<file path="src/rtl/opb_register_simulink2ppc.sv">
// OPB slave exposing a fabric-to-processor hold register and an update counter.
// DATA word returns the last captured user value; COUNT word returns the number of captures.
module opb_register_simulink2ppc #(
    parameter logic [31:0] C_BASEADDR   = 32'h0000_0000,
    parameter logic [31:0] C_HIGHADDR   = 32'h0000_00FF,
    parameter int unsigned C_OPB_AWIDTH = 32,
    parameter int unsigned C_OPB_DWIDTH = 32,
    parameter              C_FAMILY     = "virtex6"
) (
    input  logic                        OPB_Clk,
    input  logic                        OPB_Rst,
    input  logic [0:C_OPB_AWIDTH-1]     OPB_ABus,
    input  logic [0:C_OPB_DWIDTH/8-1]   OPB_BE,
    input  logic [0:C_OPB_DWIDTH-1]     OPB_DBus,
    input  logic                        OPB_RNW,
    input  logic                        OPB_select,
    input  logic                        OPB_seqAddr,
    output logic [0:C_OPB_DWIDTH-1]     Sl_DBus,
    output logic                        Sl_errAck,
    output logic                        Sl_retry,
    output logic                        Sl_toutSup,
    output logic                        Sl_xferAck,
    input  logic [31:0]                 user_data_in,
    input  logic                        user_data_valid
);

    localparam int unsigned DATA_W = 32;
    localparam int unsigned AW     = C_OPB_AWIDTH;
    localparam logic [AW-1:0] BASE_A = AW'(C_BASEADDR);
    localparam logic [AW-1:0] SPAN_A = AW'(C_HIGHADDR - C_BASEADDR);

    typedef enum logic [1:0] {
        S_IDLE    = 2'd0,
        S_ACK     = 2'd1,
        S_HOLDOFF = 2'd2
    } state_e;

    state_e              state_q, state_d;
    logic                ack_q, ack_d;
    logic [DATA_W-1:0]   dbus_q, dbus_d;
    logic [DATA_W-1:0]   hold_q, hold_d;
    logic [DATA_W-1:0]   cnt_q, cnt_d;
    logic [AW-1:0]       rel_addr;
    logic                hit_c;
    logic                is_cnt_c;
    logic                clr_c;
    logic                unused_ok;

    // Window test as an offset from the base so an all-zero base needs no lower-bound compare.
    assign rel_addr = OPB_ABus - BASE_A;
    assign hit_c    = OPB_select && (rel_addr <= SPAN_A);
    assign is_cnt_c = OPB_ABus[AW-3];

    assign unused_ok = ^{OPB_seqAddr, OPB_DBus, C_FAMILY};

    always_ff @(posedge OPB_Clk or posedge OPB_Rst) begin
        if (OPB_Rst) begin
            state_q <= S_IDLE;
            ack_q   <= 1'b0;
            dbus_q  <= '0;
            hold_q  <= '0;
            cnt_q   <= '0;
        end else begin
            state_q <= state_d;
            ack_q   <= ack_d;
            dbus_q  <= dbus_d;
            hold_q  <= hold_d;
            cnt_q   <= cnt_d;
        end
    end

    // Transfer sequencing: one ack, then a hold-off cycle before the next request is seen.
    always_comb begin
        state_d = state_q;
        ack_d   = 1'b0;
        dbus_d  = '0;
        clr_c   = 1'b0;
        unique case (state_q)
            S_IDLE: begin
                if (hit_c) begin
                    state_d = S_ACK;
                    ack_d   = 1'b1;
                    if (OPB_RNW) begin
                        dbus_d = is_cnt_c ? cnt_q : hold_q;
                    end else begin
                        clr_c = is_cnt_c && (|OPB_BE);
                    end
                end
            end
            S_ACK:     state_d = S_HOLDOFF;
            S_HOLDOFF: state_d = S_IDLE;
            default:   state_d = S_IDLE;
        endcase
    end

    // A clear coinciding with a capture still counts that capture.
    always_comb begin
        hold_d = user_data_valid ? user_data_in : hold_q;
        cnt_d  = (clr_c ? {DATA_W{1'b0}} : cnt_q) + DATA_W'(user_data_valid);
    end

    assign Sl_xferAck = ack_q;
    assign Sl_DBus    = C_OPB_DWIDTH'(dbus_q);
    assign Sl_errAck  = 1'b0;
    assign Sl_retry   = 1'b0;
    assign Sl_toutSup = 1'b0;

endmodule

</file>
<file path="config.mk">
export PLATFORM = sky130hd
export DESIGN_NAME = opb_register_simulink2ppc
export DESIGN_NICKNAME = d
export VERILOG_FILES = /design/src/rtl/opb_register_simulink2ppc.sv
export SDC_FILE = /design/constraint.sdc
export NUM_CORES = 1
export LEC_CHECK = 0
export ABC_AREA = 1
export ABC_CLOCK_PERIOD_IN_PS = 3000
export CORE_AREA = 4 4 97 99
export DETAILED_ROUTE_END_ITERATION = 10
export DIE_AREA = 0 0 101 103
export DONT_BUFFER_PORTS = 1
export PLACE_DENSITY = 0.82
export SLEW_MARGIN = 20
export SYNTH_ARGS = -nofsm -noshare
export SYNTH_HDL_FRONTEND = slang
export SYNTH_SLANG_ARGS = --single-unit
</file>
<file path="constraint.sdc">
create_clock -name OPB_Clk -period 3 [get_ports OPB_Clk]
set_input_delay 0.6 -clock OPB_Clk [delete_from_list [all_inputs] [get_ports OPB_Clk]]
set_output_delay 0.6 -clock OPB_Clk [all_outputs]
set_load 0.05 [all_outputs]
</file>
==> impl_metrics.env, run 1 <==
export IMPL_drive_gt1_share_pct=10.07
export IMPL_place_gp_congestion=0.9111
export IMPL_vias=3626
export IMPL_layout_min_cycle_time_ps=2482
export IMPL_critPathMaxStageDelay_ps=360
export IMPL_rsz0062_at_grt="no"
export IMPL_drv_slew=0
export IMPL_synth_ff_type="dfrtp_1"
export IMPL_grt_overflow_total=0
export IMPL_ant_nets=0
export IMPL_synth_area_leaders="dfrtp_1, nand2_1, nor2_1"
export IMPL_synth_xor_xnor_area_share_pct=2.937
export IMPL_timing_setup_tns_ps=0
export IMPL_postCtsSetupBuffers=0
export IMPL_cts_root_buffer="clkbuf_8"
export IMPL_maxCapViolations=0
export IMPL_synth_top_family_by_area="simple AND/OR/NAND/NOR gates"
export IMPL_syn_inst=567
export IMPL_initialDrtViolationCount=284
export IMPL_max_freq_ghz=0.4029
export IMPL_critical_path_buf_inv_count=3
export IMPL_hold_path_class="in -> async"
export IMPL_leakagePower_nw=2.481
export IMPL_clk_pin_slew_ps=110
export IMPL_clock_skew_ps=16.74
export IMPL_grt_max_degree=100
export IMPL_dieArea_sq_mm=0.01040
export IMPL_cts_hold_buf=0
export IMPL_internal_power_mw=1.882
export IMPL_arrival_ps=2750
export IMPL_seq_power_share_pct=57.4
export IMPL_status="completed"
export IMPL_antenna_found_initial=0
export IMPL_synth_area_sq_mm=0.004771
export IMPL_tritoncts="done"
export IMPL_synth_area_mux_share_pct=4.485
export IMPL_wire_per_inst_microns=15.27
export IMPL_fin_crit_sh_pct=82.74
export IMPL_hold_viol=0
export IMPL_synth_commonest_cells="nand2_1, nor2_1, dfrtp_1, inv_1, nand3_1"
export IMPL_yosysSeqAreaShare_pct=51.93
export IMPL_synthArstFlopShare_pct=100.0
export IMPL_ir_drop_mv=0.2946
export IMPL_cp_max_fo=4
export IMPL_io_pins=142
export IMPL_synthMostInstantiatedCell="nand2_1"
export IMPL_insertion_delay_ps=370
export IMPL_cts_max_level=3
export IMPL_synth_adder_area_share_pct=0.5245
export IMPL_dieWidth_microns=101
export IMPL_die_h_microns=103
export IMPL_ys_ff_latch=99
export IMPL_switchingPower_uw=740.0
export IMPL_p_clk_share_pct=31.1
export IMPL_critPathLaunchType="flip-flop"
export IMPL_grt_pass1_wl_mm=16.97
export IMPL_core_sq_mm=0.008551
export IMPL_cts_made_buffers=9
export IMPL_syn_to_final_growth_pct=5.350
export IMPL_routed_via_density=5.380
export IMPL_combPwrFrac_pct=11.5
export IMPL_tightest_slew_ps=518.7
export IMPL_setup_violations=0
export IMPL_syn_area_per_cell_sq_um=8.414
export IMPL_synth_warnings=0
export IMPL_dp_cells=658
export IMPL_totalWireLength_mm=10.29
export IMPL_yosysTopAreaCellShare_pct=51.93
export IMPL_ctsLongestPathBuffers=2
export IMPL_synth_simple_gate_area_share_pct=25.31
export IMPL_yosysTopAreaCell="dfrtp_1"
export IMPL_p_per_area_mw_per_mm2=521.7
export IMPL_cp_end_kind="flip-flop"
export IMPL_path_common_cell="nand2_1"
export IMPL_cpLargestDelayFamily="simple AND/OR/NAND/NOR gates"
export IMPL_max_slew_margin_pct=65.42
export IMPL_antennaDiodeCount=0
export IMPL_synth_edf_count=0
export IMPL_gr_usage_all_layers_pct=20.75
export IMPL_post_route_drc_count=0
export IMPL_worstPathRequired_ps=3270
export IMPL_cts_sinks=99
export IMPL_cp_slowest_cell="dfrtp_1"
export IMPL_synth_compound_area_share_pct=6.242
export IMPL_drt_pass1_iterations=5
export IMPL_fillCellCount=733
export IMPL_p_sw_share_pct=28.22
export IMPL_rows=34
export IMPL_cts_resized=0
export IMPL_port_buffers=0
export IMPL_synthDistinctLibCells=31
export IMPL_nNetsFinal=669
export IMPL_final_cells=674
export IMPL_crit_type="reg -> reg"
export IMPL_start_util_pct=55.79
export IMPL_grt_pass1_vias=3657
export IMPL_dp_hpwl_mm=7.284
export IMPL_cp_cell_sequence="inv_2, nand2_1, nor2_1, nand2_2, nor2_2, nand3_4, clkinv_2, nor2_1, ha_1, ha_1, nand2_1, inv_1, nand3_1, nor2_2, nand2_1, nor2_2, nand2_1, nand2_1, nand2_1"
==> worst register-to-register path, cell delays in order, from the launching register on <==
cell and delay (ps):
dfrtp_1 360, inv_2 40, nand2_1 50, nor2_1 50
nand2_2 100, nor2_2 60, nand3_4 100, clkinv_2 90
nor2_1 100, ha_1 180, ha_1 190, nand2_1 80
inv_1 60, nand3_1 160, nor2_2 220, nand2_1 160
nor2_2 200, nand2_1 70, nand2_1 60, nand2_1 50
==> power by group through the flow <==
stage,clock network (mW),registers (mW),logic (mW)
after floorplan,0,1.51,0.266
after global placement,0,1.52,0.283
after detailed placement,0,1.53,0.301
after CTS,0.838,1.50,0.305
after global routing,0.891,1.52,0.344
final,0.816,1.50,0.302
==> cells by family after synthesis <==
| kind of cell | count (synthesis) |
|---|---|
| adders and majority gates | 2 |
| DFF | 99 |
| muxes | 19 |
| AOI/OAI and AO/OA | 49 |
| buffers and inverters | 99 |
| and+or+nand+nor | 282 |
| other | 1 |
| xor gates and xnor gates | 16 |
==> through the flow <==
stage / total power [mW] / setup slack, ps / instance area, sq um / utilization, % / hold WS [ps]
3_5_place_dp: 1.829 / 261.1 / 4841 / 56.61 / 424.2
6_report: 2.622 / 517.8 / 5026 / 58.78 / 234.5
5_1_grt: 2.750 / 284.7 / 5026 / 58.78 / 273.8
4_1_cts: 2.644 / 546.8 / 5026 / 58.78 / 259.7
3_3_place_gp: 1.805 / 365.8 / 4841 / 56.61 / 409.5
2_1_floorplan: 1.772 / 312.4 / 4782 / - / 399.9
==> flip-flops by register name, indices dropped and copies added, names as in the netlist <==
| register | flops |
|---|---|
| Sl_xferAck | 1 |
| hold_q | 32 |
| Sl_DBus | 32 |
| state_q | 2 |
| cnt_q | 32 |
==> cells in the final DEF (no fill, tap or decap), types with 5 or more instances in the layout <==
cell type / Yosys / routed
inv_1: 73 / 72
mux2_2: 19 / 19
nand2_1: 112 / 112
o21ai_0: 14 / 14
nand3b_1: 5 / 5
dfrtp_1: 99 / 99
a211oi_1: 19 / 19
nor2_2: 7 / 7
nand3_1: 38 / 38
xor2_1: 13 / 13
nor2_1: 110 / 110
a21oi_1: 14 / 14
clkbuf_8: 0 / 10
==> path summary, 6_finish.rpt <==
path	from	end	slack, ps	cells after the start
setup / recovery	state_q[0]	cnt_q[22]	520	19
hold / removal	OPB_Rst	hold_q[23]	230	2
setup reg to reg	state_q[0]	cnt_q[22]	520	19
hold reg to reg	state_q[1]	state_q[1]	430	1
max in group asynchronous	OPB_Rst	cnt_q[4]	2370	2
min in group OPB_Clk	OPB_ABus[29]	Sl_DBus[5]	320	1
==> per-layer routing <==
| metal | wire [microns] | track usage, % | part of all wire, % | up-vias |
|---|---|---|---|---|
| met5 | 0 | 0 | 0 | - |
| met4 | 132 | 7.873 | 1.3 | 0 |
| met3 | 664 | 4.465 | 6.5 | 11 |
| met2 | 5132 | 36.15 | 50 | 134 |
| met1 | 4363 | 25.37 | 42 | 1728 |
| li1 | - | - | - | 1753 |
==> layout make-up <==
cell class              count  area (sq um)  area share [%]
clock buffers              11         141.4           2.813
clock inverters             5         43.79          0.8713
inverters                  76         290.3           5.775
multi-input cells         371          1896           37.71
flip-flops and latches     99          2477           49.29
well taps                 108         135.1           2.689
repair buffers              4         42.54          0.8464
Power figures use the tool's default switching activity.
==> run 2, diff against run 1 <==
ABC_CLOCK_PERIOD_IN_PS = 2150   (was 3000)
clock period = 2.15 ns   (was 3 ns; I/O delays follow)
==> run 2 against run 1 <==
Register-to-register slack worse by 490 ps. Via count rose by 0.22%. Maximum frequency up 17%. Critical path depth stayed put. Total power increased by 51%. Final area grew 6.7%. Highest routed layer unchanged.
==> impl_metrics.env, run 2 (synthesized netlist as in run 1, its figures left out) <==
export IMPL_start_util_pct=55.79
export IMPL_ctsLongestPathBuffers=2
export IMPL_cts_max_level=3
export IMPL_insertion_delay_ps=370
export IMPL_cts_root_buffer="clkbuf_8"
export IMPL_p_total_mw=3.949
export IMPL_cts_made_buffers=9
export IMPL_nNetsFinal=690
export IMPL_final_common_cell="nor2_1"
export IMPL_post_route_drc_count=0
export IMPL_maxCapViolations=0
export IMPL_cp_cell_sequence="inv_2, nand2_1, nor2_1, nand2_2, nor2_4, nand3_4, clkinv_4, nor2_4, ha_4, ha_4, nand2_4, inv_2, nand3_4, nor2_4, inv_2, nor2_4, nand2_1, nand2_1, nand2_1"
export IMPL_clk_pin_slew_ps=90
export IMPL_layout_min_cycle_time_ps=2125
export IMPL_dp_hpwl_mm=7.388
export IMPL_clock_skew_ps=10.10
export IMPL_grt_pass1_wl_mm=16.86
export IMPL_setup_violations=0
export IMPL_syn_to_final_growth_pct=12.40
export IMPL_critical_path_buf_inv_count=4
export IMPL_max_freq_ghz=0.4706
export IMPL_grt_overflow_total=0
export IMPL_antenna_found_initial=0
export IMPL_routed_via_density=5.229
export IMPL_io_pins=142
export IMPL_postLayoutCoreUtil_pct=62.72
export IMPL_die_h_microns=103
export IMPL_status="completed"
export IMPL_rsz0062_at_grt="yes"
export IMPL_fillCellCount=662
export IMPL_leakagePower_nw=2.617
export IMPL_totalWireLength_mm=10.35
export IMPL_critPathMaxStageDelay_ps=360
export IMPL_cp_end_kind="flip-flop"
export IMPL_grt_max_degree=84
export IMPL_antennaDiodeCount=0
export IMPL_hold_viol=0
export IMPL_dieArea_sq_mm=0.01040
export IMPL_wire_per_inst_microns=14.88
export IMPL_place_gp_congestion=0.9384
export IMPL_fin_crit_sh_pct=98.83
export IMPL_drt_pass1_iterations=5
export IMPL_timing_setup_tns_ps=0
export IMPL_layout_common_cells="nor2_1, nand2_1, dfrtp_1, inv_1, nand3_1"
export IMPL_initialDrtViolationCount=161
export IMPL_worstPathRequired_ps=2420
export IMPL_gr_usage_all_layers_pct=20.95
export IMPL_critPathLaunchType="flip-flop"
export IMPL_vias=3634
export IMPL_arrival_ps=2390
export IMPL_tritoncts="done"
export IMPL_hold_path_class="in -> reg"
export IMPL_ir_drop_mv=0.4158
export IMPL_dieWidth_microns=101
export IMPL_crit_type="reg -> reg"
export IMPL_fin_hold_ws_ps=140.5
export IMPL_p_per_area_mw_per_mm2=736.5
export IMPL_drive_gt1_share_pct=18.06
export IMPL_core_sq_mm=0.008551
export IMPL_rows=34
export IMPL_cts_sinks=99
export IMPL_port_buffers=0
export IMPL_cp_slowest_cell="dfrtp_1"
export IMPL_ant_nets=0
export IMPL_cp_max_fo=4
export IMPL_grt_pass1_vias=3544
export IMPL_drv_slew=0
export IMPL_cpLargestDelayFamily="simple AND/OR/NAND/NOR gates"
run 2: cell count changes in the layout (fill, tap and decap cells not counted), moves of 8 or more:
cell / delta
buf_4: +19
nor2_4: +8
nand2_2: +8
nand2_1: -9
inv_2: +10
inv_1: -12
run 2: repair_timing:
| item | 4_1_cts | 5_1_grt |
|---|---|---|
| pin swaps | 3 | 3 |
| gates resized for setup | 5 | 6 |
| endpoints found under the hold margin | 16 | 0 |
| setup endpoints to repair | 7 | 17 |
| setup buffers | 2 | 3 |
| hold buffers | 1 | 0 |
run 2: per-layer routing:
metal | vias up | GRT usage (%) | share of wire [%]
li1 | 1786 | - | -
met1 | 1735 | 25.27 | 39
met2 | 97 | 36.71 | 53
met3 | 16 | 4.060 | 6.1
met4 | 0 | 8.998 | 2.0
met5 | - | 0 | 0
run 2: worst register-to-register path: stages (launching register included):
cell	delay (ps)
dfrtp_1	360
inv_2	40
nand2_1	60
nor2_1	50
nand2_2	90
nor2_4	40
nand3_4	100
clkinv_4	90
nor2_4	120
ha_4	150
ha_4	140
nand2_4	50
inv_2	70
nand3_4	80
nor2_4	160
inv_2	60
nor2_4	150
nand2_1	80
nand2_1	70
nand2_1	50
run 2: final cells by class:
| type | count | area (sq um) | area share, % |
|---|---|---|---|
| flip-flops and latches | 99 | 2477 | 46.20 |
| repair buffers | 25 | 210.2 | 3.920 |
| clock inverters | 6 | 90.09 | 1.680 |
| clock buffers | 10 | 127.6 | 2.380 |
| inverters | 76 | 309.0 | 5.763 |
| well taps | 108 | 135.1 | 2.520 |
| multi-input cells | 371 | 2013 | 37.54 |
run 2: final timing paths:
path | start | end | slack, ps | cells after the start
max | state_q[0] | cnt_q[30] | 30 | 19
min | OPB_ABus[29] | Sl_DBus[12] | 140 | 1
max in group asynchronous | OPB_Rst | cnt_q[17] | 870 | 3
max reg2reg | state_q[0] | cnt_q[30] | 30 | 19
min in group asynchronous | OPB_Rst | Sl_DBus[3] | 520 | 2
min reg2reg | state_q[1] | state_q[1] | 430 | 1
run 2: power breakdown:
group          internal, mW  total [mW]  switching (mW)  leakage [nW]
combinational         0.239       0.542           0.303          1.28
sequential             1.99        2.11           0.122          1.23
clock                 0.657        1.29           0.636         0.106
total                  2.89        3.95            1.06          2.62
run 2: per-stage QoR:
step           area, sq um  std cells  setup WS (ps)
2_1_floorplan         4883        569         -244.8
3_3_place_gp          5055        673         -56.74
3_5_place_dp          5055        673         -182.2
4_1_cts               5321        692          35.21
5_1_grt               5363        695         -89.69
6_report              5363        695          25.09
==> patch 1, RTL diff (settings of run 2) <==
The parameter `C_OPB_DWIDTH` goes from 32 to 64.
--- a/src/rtl/opb_register_simulink2ppc.sv
+++ b/src/rtl/opb_register_simulink2ppc.sv
@@ -4,7 +4,7 @@
     parameter logic [31:0] C_BASEADDR   = 32'h0000_0000,
     parameter logic [31:0] C_HIGHADDR   = 32'h0000_00FF,
     parameter int unsigned C_OPB_AWIDTH = 32,
-    parameter int unsigned C_OPB_DWIDTH = 32,
+    parameter int unsigned C_OPB_DWIDTH = 64,
     parameter              C_FAMILY     = "virtex6"
 ) (
     input  logic                        OPB_Clk,
Ports: changed (resized OPB_BE, OPB_DBus and Sl_DBus); port bits go from 142 to 210. The function was not compared with the original's and may differ.
==> patch 1 against run 2 <==
  * Area after synthesis increased by 4.7%
  * Worst setup slack improved by 0.014 ns
  * Wire length increased by 4.8%
  * Final cell count increased by 5.9%
  * Count of clock-buffer cells in the layout increased by 1
  * Power decreased by 1.9%
  * Combinational power increased by 23%
  * Fmax increased by 0.68%
  * Final area increased by 2.2%
  * Sequential cell count unchanged
  * Non-clock buffer count increased by 5
  * Hold slack got worse by 0.060 ns
==> patch 1: results (changes against run 2) <==
STA
  – Clk_skew: 0.0164 ns (+0.00630 ns)
  – Setup ws final: 0.0394 ns (+0.0143 ns)
  – Worst hold margin: 0.0805 ns (-0.0600 ns)
  – Worst Max-Slew Pin Slew: 0.746 ns

Clock network
  – Setup repair bufs after CTS: 2 (unchanged)
  – Worst-path clk slew: 0.10 ns
  – CTS-repair resized insts: 0 (-5)
  – Clk Latency, worst-skew pair: 0.36 ns

Logic synthesis
  – Synth Warn #: 0 (unchanged)
  – Syn avg cell area: 8.27 µm² (-1.7%)
  – Area contributors post-synth: dfrtp_1 (50%), nand2_1 (8.8%), nor2_1 (8.4%), buf_4 (5.6%), inv_1 (5.6%)
  – Yosys cell types: 27 (-13%)
  – Top cells by count, synth: nand2_1 (117), nor2_1 (112), dfrtp_1 (99)
  – Asr flop ratio synth: 100% (unchanged)
  – Seq/Total Area, Yosys: 49.6% (-2.3 points)

Placed design
  – Final RePlAce weighted congestion: 0.910 (-3.1%)
  – Post-DP HPWL: 7860 µm (+6.4%)
  – Placed cells: 714 (+6.1%)
  – Placed standard-cell area: 0.00519 mm² (+2.6%)
  – Pre-CTS worst setup slack: -0.0898 ns (+0.0924 ns)

Global routing
  – GRT met3 Usage: 5.55% (+1.5 points)
  – GR Util All Layers: 21.0% (+0.046 points)
  – Initial antenna violation count: 0 (unchanged)
  – Vias in the first global route: 3,724 (+5.1%)
  – First-pass GRT wire length: 17,200 µm (+1.8%)
  – Grt met1 use: 27.3% (+2.0 points)
  – Pin count of the biggest net entering global routing: 66 (-21%)
  – Met2 Use GR: 34.6% (-2.1 points)

Setup path
  – Crit path arrival time: 2.35 ns (-0.04 ns)
  – Critical Path Max Stage Delay: 0.36 ns (about the same)
  – Worst reg2reg path depth: 17 (-2)
  – Slowest CP cell: dfrtp_1
  – Reg-to-Reg End: cnt_q[20]
  – Reg2reg start: state_q[1]
  – Family with the most delay on the worst path: simple AND/OR/NAND/NOR gates

Power
  – Sw power: 1.19 mW (+13%)
  – Switching Share: 30.8% (+4.0 points)
  – Share of total power in combinational logic: 17.2% (+3.5 points)
  – Clock power frac: 28.7% (-4.1 points)
  – P_leak: 2.70 nW (+3.0%)
  – Worst ir drop on vdd: 0.000479 V (+15%)

Hold path
  – Hold WC Path Type: in -> async

Routing
  – Post-Route WL: 10,800 µm (+4.8%)
  – Routed met3 length: 928 µm (+48%)
  – Metal1 wirelength: 4480 µm (+9.6%)
  – 1st-iter DRT viols: 248 (+54%)
  – Vias per cell: 5.18 (-0.97%)
  – Met2 Wirelength: 5260 µm (-3.1%)
  – DRT Pass-1 Iters: 5 (unchanged)

Status
  – Status: complete, no violations

Layout
  – Biggest regs: cnt_q x32, dbus_q x32, hold_q x32
  – Share of layout cells above drive strength 1: 18.8% (+0.73 points)
  – NumNets Final: 767 (+11%)
  – Post-Layout Cell Count: 736 (+5.9%)
patch 1: how the worst max path moves through the flow:
stage / start / end / slack, ns / cells past startpoint
3_3_place_gp: OPB_BE[0] / cnt_q[22] / -0.0009 / 18
2_1_floorplan: OPB_BE[4] / cnt_q[22] / -0.27 / 21
6_report: state_q[1] / cnt_q[20] / 0.04 / 17
5_1_grt: state_q[1] / cnt_q[22] / -0.10 / 19
3_5_place_dp: OPB_BE[2] / cnt_q[22] / -0.09 / 18
4_1_cts: state_q[1] / cnt_q[22] / 0.03 / 19
patch 1: cell families after synthesis:
logic type / synth area share (%)
xor+xnor: 2.81
simple gates: 24.2
flops: 49.6
other cells: 0.0751
mux: 3.83
fa+ha+maj: 0.501
buf+inv: 13.1
compound gates: 5.96
patch 1: cell type report:
cell class	count	area, µm²
clock inverters	5	43.8
repair buffers	30	238
multi-input cells	407	2140
inverters	76	314
well taps	108	135
flip-flops and latches	99	2480
clock buffers	11	131
fillers	688	3070
==> patch 2, RTL diff (settings of run 2) <==
Made on the original files. The 3 states of `state_e` get a one-hot encoding in 3 bits.
--- a/src/rtl/opb_register_simulink2ppc.sv
+++ b/src/rtl/opb_register_simulink2ppc.sv
@@ -29,10 +29,10 @@
     localparam logic [AW-1:0] BASE_A = AW'(C_BASEADDR);
     localparam logic [AW-1:0] SPAN_A = AW'(C_HIGHADDR - C_BASEADDR);
 
-    typedef enum logic [1:0] {
-        S_IDLE    = 2'd0,
-        S_ACK     = 2'd1,
-        S_HOLDOFF = 2'd2
+    typedef enum logic [2:0] {
+        S_IDLE    = 3'b001,
+        S_ACK     = 3'b010,
+        S_HOLDOFF = 3'b100
     } state_e;
 
     state_e              state_q, state_d;
Formal check against the unedited RTL: no difference found for any inputs over 10 cycles, from zero or initial values and one cycle with OPB_Rst high; not proved beyond that.
==> patch 2 against run 2 <==
  * Synthesized cell count increased by 4.6%
  * Area after synthesis increased by 1.2%
  * Largest power group unchanged
  * Wire length grew 0.81%
  * Final area rose by 1.5%
  * Sequential cell count increased by 1
  * Power down 5.7%
  * Worst setup slack gained 0.0038 ns
==> patch 2: results (changes against run 2) <==
Status
  – Status: complete, no violations

Power
  – Sw power: 1.01 mW (-4.4%)
  – Worst ir drop on vdd: 0.000391 V (-6.0%)
  – P_leak: 2.65 nW (+1.2%)

Logic synthesis
  – Post-synthesis adder-cell area fraction: 0.518% (-0.0064 points)
  – Synth Area in Compound Gates: 5.28% (-0.96 points)
  – Mux cell area share after synthesis: 3.91% (-0.57 points)
  – Synth Area in XOR/XNOR: 2.90% (-0.036 points)
  – Seq/Total Area, Yosys: 51.8% (-0.088 points)
  – Yosys cell types: 30 (-3.2%)
  – Top cells by count, synth: nand2_1 (128), nor2_1 (120), dfrtp_1 (99)
  – Synth top area share: 51.3% (-0.63 points)

Global routing
  – GRT met3 Usage: 4.94% (+0.88 points)
  – Met2 Use GR: 37.3% (+0.61 points)
  – First-pass GRT wire length: 17,300 µm (+2.3%)
  – Vias in the first global route: 3,787 (+6.9%)
  – GR Util All Layers: 21.0% (+0.059 points)
  – Pin count of the biggest net entering global routing: 78 (-7.1%)

Placed design
  – Pre-CTS worst setup slack: -0.0679 ns (+0.114 ns)
  – Placed cells: 703 (+4.5%)
  – Final RePlAce weighted congestion: 0.899 (-4.2%)

Routing
  – Post-Route WL: 10,400 µm (+0.81%)
  – 1st-iter DRT viols: 143 (-11%)
  – DRT Pass-1 Iters: 7 (+2)
  – Vias: 3,779 (+4.0%)

Setup path
  – Critical Path Max Stage Delay: 0.55 ns (+0.19 ns)
  – Worst reg2reg path depth: 17 (-2)

Layout
  – Post-Layout Cell Count: 725 (+4.3%)
  – NumNets Final: 720 (+4.3%)
  – Filler Cell Count: 725 (+9.5%)
  – Share of layout cells above drive strength 1: 18.2% (+0.094 points)

STA
  – Worst hold margin: 0.164 ns (+0.0234 ns)
  – Fmax: 471 MHz (+0.18%)
-- patch 2: path summary, 6_finish.rpt --
kind / to / start
min: hold_q[24] / user_data_valid
max in group asynchronous: state_q[0] / OPB_Rst
max reg2reg: cnt_q[14] / state_q[0]
max: cnt_q[14] / state_q[0]
min in group asynchronous: hold_q[31] / OPB_Rst
min reg2reg: state_q[2] / state_q[2]
-- patch 2: logic make-up after synthesis --
group,after synthesis
DFF,100
xor gates and xnor gates,16
other,1
buffers and inverters,95
and+or+nand+nor,312
AOI/OAI and AO/OA,50
muxes,17
adders and majority gates,2
-- patch 2: area by class of cell --
cell class / count / area [µm²] / share of cell area, %
inverter: 71 / 285 / 5.24
sequential: 100 / 2500 / 46.0
multi-input combinational: 400 / 2060 / 37.9
clock buffer: 11 / 151 / 2.78
timing repair buffer: 30 / 260 / 4.78
clock inverter: 5 / 42.5 / 0.782
tap: 108 / 135 / 2.48
-- patch 2: layer usage --
layer  up-vias  part of all wire [%]
li1       1864                     -
met1      1789                    42
met2       113                    49
met3        13                   7.4
met4         0                   1.3
met5         -                     0
-- patch 2: worst register-to-register path, cell delays in order, from the launching register on --
cell and delay, ns:
dfstp_2 0.55, nand2_2 0.06, nor2_1 0.08, nand2_1 0.05, nor2_1 0.11, nand3_2 0.13
inv_4 0.10, nor2_4 0.04, ha_4 0.16, ha_4 0.16, nand2_2 0.07, inv_2 0.04
nand3_4 0.07, nor2_4 0.05, buf_4 0.13, inv_2 0.06, nor2_4 0.04, xor2_1 0.13
-- patch 2: timing repair --
item,in CTS,in global routing
pin swaps,1,14
hold buffers,1,0
endpoints found under the setup margin,1,26
buffers inserted,1,4
resized for setup,1,21
hold endpoints to repair,2,0
-- patch 2: through the flow --
stage / cell area [µm²] / total power, mW / TNS [ns]
2_1_floorplan: 4930 / 2.48 / -1.03
4_1_cts: 5340 / 3.71 / 0
6_report: 5440 / 3.72 / 0
3_3_place_gp: 5120 / 2.54 / 0
3_5_place_dp: 5120 / 2.57 / -0.130
5_1_grt: 5440 / 3.93 / -0.643
-- patch 2: power groups by stage --
stage	registers (mW)	logic, mW	clock network [mW]
2_1_floorplan	2.11	0.377	0
3_3_place_gp	2.13	0.411	0
3_5_place_dp	2.13	0.435	0
4_1_cts	2.10	0.440	1.18
5_1_grt	2.12	0.548	1.26
6_report	2.10	0.477	1.15
